## config.mk

```make
export PLATFORM = sky130hd
export DESIGN_NAME = output_packer_flat
export DESIGN_NICKNAME = d
export VERILOG_FILES = /design/src/rtl/output_packer_if.sv /design/src/rtl/output_packer.sv /design/src/flat_wrapper.sv
export SDC_FILE = /design/constraint.sdc
export NUM_CORES = 1
export LEC_CHECK = 0
export ABC_AREA = 1
export BUFFER_PORTS_ARGS = -buffer_cell sky130_fd_sc_hd__buf_2
export CORE_MARGIN = 10
export CORE_UTILIZATION = 51
export CTS_CLUSTER_DIAMETER = 80
export CTS_CLUSTER_SIZE = 12
export DETAILED_ROUTE_END_ITERATION = 16
export GPL_ROUTABILITY_DRIVEN = 0
export GPL_TIMING_DRIVEN = 0
export PLACE_DENSITY_LB_ADDON = 0.1
export SLEW_MARGIN = 30
export SYNTH_ARGS = -nofsm -noshare
export SYNTH_HDL_FRONTEND = slang
export SYNTH_SLANG_ARGS = --single-unit
export TNS_END_PERCENT = 20
```

## constraint.sdc

```tcl
create_clock -name clk -period 4.4 [get_ports clk]
set_clock_uncertainty 0.1 [all_clocks]
set_input_delay 0.88 -clock clk [delete_from_list [all_inputs] [get_ports clk]]
set_output_delay 0.88 -clock clk [all_outputs]
set_load 0.03 [all_outputs]
```

## src/rtl/output_packer_if.sv

```systemverilog
// Packer-side bundle: FIFO read port, packed-word stream and frame control/status.
// master is the packer, slave is the surrounding FIFO/consumer/controller.
interface output_packer_if #(
    parameter int W     = 8,
    parameter int LANES = 4,
    parameter int CNT_W = 20
);
    logic                 fifo_valid;
    logic                 fifo_rd_en;
    logic [W-1:0]         fifo_rd_data;
    logic                 start;
    logic [CNT_W-1:0]     expected_count;
    logic [W*LANES-1:0]   word_data;
    logic                 word_valid;
    logic                 word_ack;
    logic                 busy;
    logic                 done;
    logic [CNT_W-1:0]     pixel_count;

    modport master (
        input  fifo_valid, fifo_rd_data, start, expected_count, word_ack,
        output fifo_rd_en, word_data, word_valid, busy, done, pixel_count
    );

    modport slave (
        output fifo_valid, fifo_rd_data, start, expected_count, word_ack,
        input  fifo_rd_en, word_data, word_valid, busy, done, pixel_count
    );
endinterface

```

## src/rtl/output_packer.sv

```systemverilog
// Pops pixels one at a time from a registered-output FIFO and packs LANES of them
// into a word, holding each word until the consumer acknowledges it.
module output_packer #(
    parameter int W     = 8,
    parameter int LANES = 4,
    parameter int CNT_W = 20
) (
    input  logic              clk,
    input  logic              rstn,
    output_packer_if.master   bus
);
    localparam int LW = (LANES > 1) ? $clog2(LANES) : 1;

    typedef enum logic [1:0] {IDLE, FETCH, CAPTURE, HOLD} state_e;

    state_e                   state_q, state_d;
    logic [CNT_W-1:0]         cnt_q, cnt_d;
    logic [CNT_W-1:0]         pix_q, pix_d;
    logic [LW-1:0]            lane_q, lane_d;
    logic [LANES-1:0][W-1:0]  buf_q, buf_d;
    logic                     done_q, done_d;

    logic [CNT_W-1:0]         pix_inc;
    logic                     word_full;

    assign pix_inc   = pix_q + CNT_W'(1);
    // CAPTURE closes the word on the last lane or the last pixel of the frame
    assign word_full = (lane_q == LW'(LANES-1)) || (pix_inc == cnt_q);

    always_ff @(posedge clk or negedge rstn) begin
        if (!rstn) state_q <= IDLE;
        else       state_q <= state_d;
    end

    always_comb begin
        state_d = state_q;
        case (state_q)
            IDLE:    if (bus.start && bus.expected_count != '0) state_d = FETCH;
            FETCH:   if (bus.fifo_valid) state_d = CAPTURE;
            CAPTURE: state_d = word_full ? HOLD : FETCH;
            HOLD:    if (bus.word_ack) state_d = (pix_q == cnt_q) ? IDLE : FETCH;
            default: state_d = IDLE;
        endcase
    end

    always_comb begin
        bus.fifo_rd_en = (state_q == FETCH) && bus.fifo_valid;
        bus.word_valid = (state_q == HOLD);
        bus.busy       = (state_q != IDLE);
    end

    always_comb begin
        cnt_d  = cnt_q;
        pix_d  = pix_q;
        lane_d = lane_q;
        buf_d  = buf_q;
        done_d = done_q;
        case (state_q)
            IDLE: if (bus.start) begin
                if (bus.expected_count != '0) begin
                    cnt_d  = bus.expected_count;
                    pix_d  = '0;
                    lane_d = '0;
                    buf_d  = '0;
                    done_d = 1'b0;
                end else begin
                    done_d = 1'b1;
                end
            end
            CAPTURE: begin
                // fifo_rd_data is the pixel popped on the preceding FETCH cycle
                buf_d[lane_q] = bus.fifo_rd_data;
                pix_d         = pix_inc;
                if (!word_full) lane_d = lane_q + LW'(1);
            end
            HOLD: if (bus.word_ack) begin
                buf_d  = '0;
                lane_d = '0;
                if (pix_q == cnt_q) done_d = 1'b1;
            end
            default: ;
        endcase
    end

    always_ff @(posedge clk or negedge rstn) begin
        if (!rstn) begin
            cnt_q  <= '0;
            pix_q  <= '0;
            lane_q <= '0;
            buf_q  <= '0;
            done_q <= 1'b0;
        end else begin
            cnt_q  <= cnt_d;
            pix_q  <= pix_d;
            lane_q <= lane_d;
            buf_q  <= buf_d;
            done_q <= done_d;
        end
    end

    assign bus.word_data   = buf_q;
    assign bus.done        = done_q;
    assign bus.pixel_count = pix_q;
endmodule

```

## src/flat_wrapper.sv

```systemverilog
// flat-port wrapper written by rule: the top's interface ports become plain ports
module output_packer_flat 
#(
    parameter int W     = 8,
    parameter int LANES = 4,
    parameter int CNT_W = 20
)
  (clk, rstn, bus_fifo_valid, bus_fifo_rd_data, bus_start, bus_expected_count, bus_word_ack, bus_fifo_rd_en, bus_word_data, bus_word_valid, bus_busy, bus_done, bus_pixel_count);
  output_packer_if #(.W(W), .LANES(LANES), .CNT_W(CNT_W)) bus_i ();
  input  logic clk;
  input  logic rstn;
  input wire logic [$bits(bus_i.fifo_valid)-1:0] bus_fifo_valid;
  input wire logic [$bits(bus_i.fifo_rd_data)-1:0] bus_fifo_rd_data;
  input wire logic [$bits(bus_i.start)-1:0] bus_start;
  input wire logic [$bits(bus_i.expected_count)-1:0] bus_expected_count;
  input wire logic [$bits(bus_i.word_ack)-1:0] bus_word_ack;
  output wire logic [$bits(bus_i.fifo_rd_en)-1:0] bus_fifo_rd_en;
  output wire logic [$bits(bus_i.word_data)-1:0] bus_word_data;
  output wire logic [$bits(bus_i.word_valid)-1:0] bus_word_valid;
  output wire logic [$bits(bus_i.busy)-1:0] bus_busy;
  output wire logic [$bits(bus_i.done)-1:0] bus_done;
  output wire logic [$bits(bus_i.pixel_count)-1:0] bus_pixel_count;
  assign bus_i.fifo_valid = bus_fifo_valid;
  assign bus_i.fifo_rd_data = bus_fifo_rd_data;
  assign bus_i.start = bus_start;
  assign bus_i.expected_count = bus_expected_count;
  assign bus_i.word_ack = bus_word_ack;
  assign bus_fifo_rd_en = bus_i.fifo_rd_en;
  assign bus_word_data = bus_i.word_data;
  assign bus_word_valid = bus_i.word_valid;
  assign bus_busy = bus_i.busy;
  assign bus_done = bus_i.done;
  assign bus_pixel_count = bus_i.pixel_count;
  output_packer #(.W(W), .LANES(LANES), .CNT_W(CNT_W)) u_core (.clk(clk), .rstn(rstn), .bus(bus_i));
endmodule
```

==> metrics.cfg <==
[clock_tree]
cts.clk_slew.worst_paths_ps=90
cts_max_level=3
post_cts.repair.setup_buffers=0
clockBufferDepth=2
cts_buffers=9
hold_buffers=0
cts.repair.resized=0
root_buffer=clkbuf_8
cts.sinks=77
cts_tree=done
insertion_delay_ps=360

[drt]
drtIter0Drc=214
wl_um=11500
via_per_inst=5.16
ant_nets=0
wire_per_inst_um=15.2
drt_pass1_iterations=4
vias=3892
drcViolationCount=0

[setup_path]
cp_max_fo=8
crit_type=register to primary output
cp_data_arrival_time_ps=1520
critPathCaptureType=primary output
cp-start-kind=register
reg2regPathDepth=12
worstPathRequired_ps=3420

[layout]
final_nets=682
drive_gt1_frac=0.203
syn_to_final_growth_pct=19.2
layout_commonest_cell=nand2_1
fin_area_mm2=0.00501
final_cell_mix=nand2_1, buf_2, dfrtp_1
n_antenna_cell=0

[synth]
synth_cell_types=32
netlist_area_mm2=0.00420
synth.net_count=582
synth-main-ff-cell=dfrtp_1
yosysWarnings=0
synthCells=544
syn_avg_cell_area_um2=7.72
synth_edf_count=0
seq_area_frac_synth=0.459
synth_seq_cells=77
synthArstFlopShare=1.00

[sta]
timing.fmax_mhz=400
layout_min_cycle_time_ps=2500
setup_violations=0
hold_viol=0
drv_slew=0
tightest_slew_ps=624
rsz0062_at_grt=false
fin_tns_setup_ps=0
relSlewSlack=0.581
fin_crit_sh=0.568

[global_routing]
grt_usage=0.187
grt-ovfl-total=0
grt_max_degree=48
grt_pass1_wl_um=19000
antenna_found_initial=0
first_global_vias=3874

[placement]
hpwlAfterDp_um=9170
place_area_mm2=0.00480
portBuffers=88

[floorplan]
io_pins=89
start_util=0.516
dieHeight_um=111
core_mm2=0.00813
die-area_mm2=0.0123
rows=33
die_w_um=111

[power_and_ir_drop]
powerDensity_mw_per_mm2=534
leakage_nw=2.66
ir_worst_vdd_mv=0.224

[run_status]
status=completed

[hold_path]
hold_path_class=input pin to asynchronous set/reset pin

[flow_run]
maxCapViolCount=0

[Yosys cell counts (2+ instances only)]
cell | number | share of area
a21oi_1 | 11 | 0.013
buf_1 | 2 | 0.0018
clkbuf_1 | 6 | 0.0054
dfrtp_1 | 77 | 0.46
ha_1 | 5 | 0.015
inv_1 | 72 | 0.064
mux2_2 | 4 | 0.011
nand2_1 | 159 | 0.14
nand2_2 | 5 | 0.0074
nand3_1 | 35 | 0.042
nand3_2 | 4 | 0.0095
nand4_1 | 11 | 0.016
nor2_1 | 36 | 0.032
nor2_2 | 2 | 0.0030
nor2_4 | 7 | 0.019
nor3_1 | 6 | 0.0071
nor4_1 | 2 | 0.0030
o21ai_0 | 53 | 0.063
o21ai_1 | 7 | 0.0083
o22ai_1 | 7 | 0.010
xnor2_1 | 2 | 0.0042
xor2_1 | 21 | 0.044
[power breakdown]
part / total [mW] / switching [mW] / leakage [nW] / internal (mW)
combinational: 1.10 / 0.764 / 1.54 / 0.341
clock: 0.563 / 0.293 / 0.0944 / 0.270
sequential: 1.01 / 0.140 / 1.03 / 0.866
[area by class of cell]
class | instances | area, um^2
tap | 105 | 131
inverter | 73 | 274
fill | 778 | 3130
clock buffer | 9 | 124
multi-input combinational | 384 | 1960
buffer | 10 | 42.5
sequential | 77 | 1930
timing repair buffer | 89 | 470
clock inverter | 7 | 81.3
[logic make-up (layout without fill, tap and decap cells)]
logic type                 after synthesis  after routing  share of synthesized area
and+or+nand+nor                        271            271                      0.292
xor gates and xnor gates                23             23                     0.0480
buffers and inverters                   83            188                     0.0754
muxes                                    4              4                     0.0107
AOI/OAI and AO/OA                       81             81                      0.100
DFF                                     77             77                      0.459
adders and majority gates                5              5                     0.0149
[routing by layer]
metal / vias to the layer above / routed length (um) / GRT usage
met1: 1817 / 5130 / 0.228
met4: 0 / 224 / 0.0833
li1: 1948 / - / -
met3: 17 / 664 / 0.0444
met2: 110 / 5450 / 0.305
met5: - / 0 / 0
[stage by stage]
step / hold slack [ps] / worst slack, ps / instances / util / power, mW
2_1_floorplan: 372 / 2090 / 544 / - / 1.77
3_3_place_gp: 351 / 1670 / 737 / 0.587 / 2.09
3_5_place_dp: 353 / 1610 / 738 / 0.590 / 2.13
4_1_cts: 349 / 1890 / 754 / 0.616 / 2.69
5_1_grt: 363 / 1760 / 754 / 0.616 / 2.89
6_report: 347 / 1900 / 754 / 0.616 / 2.67
[registers in the layout, indices dropped and copies added, names as in the netlist]
register and cells:
u_core.state_q 2, u_core.cnt_q 20, u_core.bus.word_data 32, u_core.lane_q 2, u_core.bus.done 1, u_core.bus.pixel_count 20
[critical path, stage by stage (launching register included)]
cell	delay (ps)
dfrtp_1	510
nor2_1	270
inv_1	70
nor2_1	100
buf_2	210
[path summary, 6_finish.rpt]
kind / startpoint / end / slack [ps]
worst max-delay path: u_core.state_q[1]$_DFFE_PN0P_ / bus_fifo_rd_en / 1900
worst min-delay path: rstn / u_core.bus.word_data[19]$_DFFE_PN0P_ / 350
worst max register to register: u_core.bus.pixel_count[1]$_DFFE_PN0P_ / u_core.state_q[1]$_DFFE_PN0P_ / 2130
worst min register to register: u_core.bus.word_data[1]$_DFFE_PN0P_ / u_core.bus.word_data[1]$_DFFE_PN0P_ / 370
max in group asynchronous: rstn / u_core.cnt_q[19]$_DFFE_PN0P_ / 3270
min in group clk: u_core.bus.word_data[1]$_DFFE_PN0P_ / u_core.bus.word_data[1]$_DFFE_PN0P_ / 370
(Power assumes the default switching activity.)
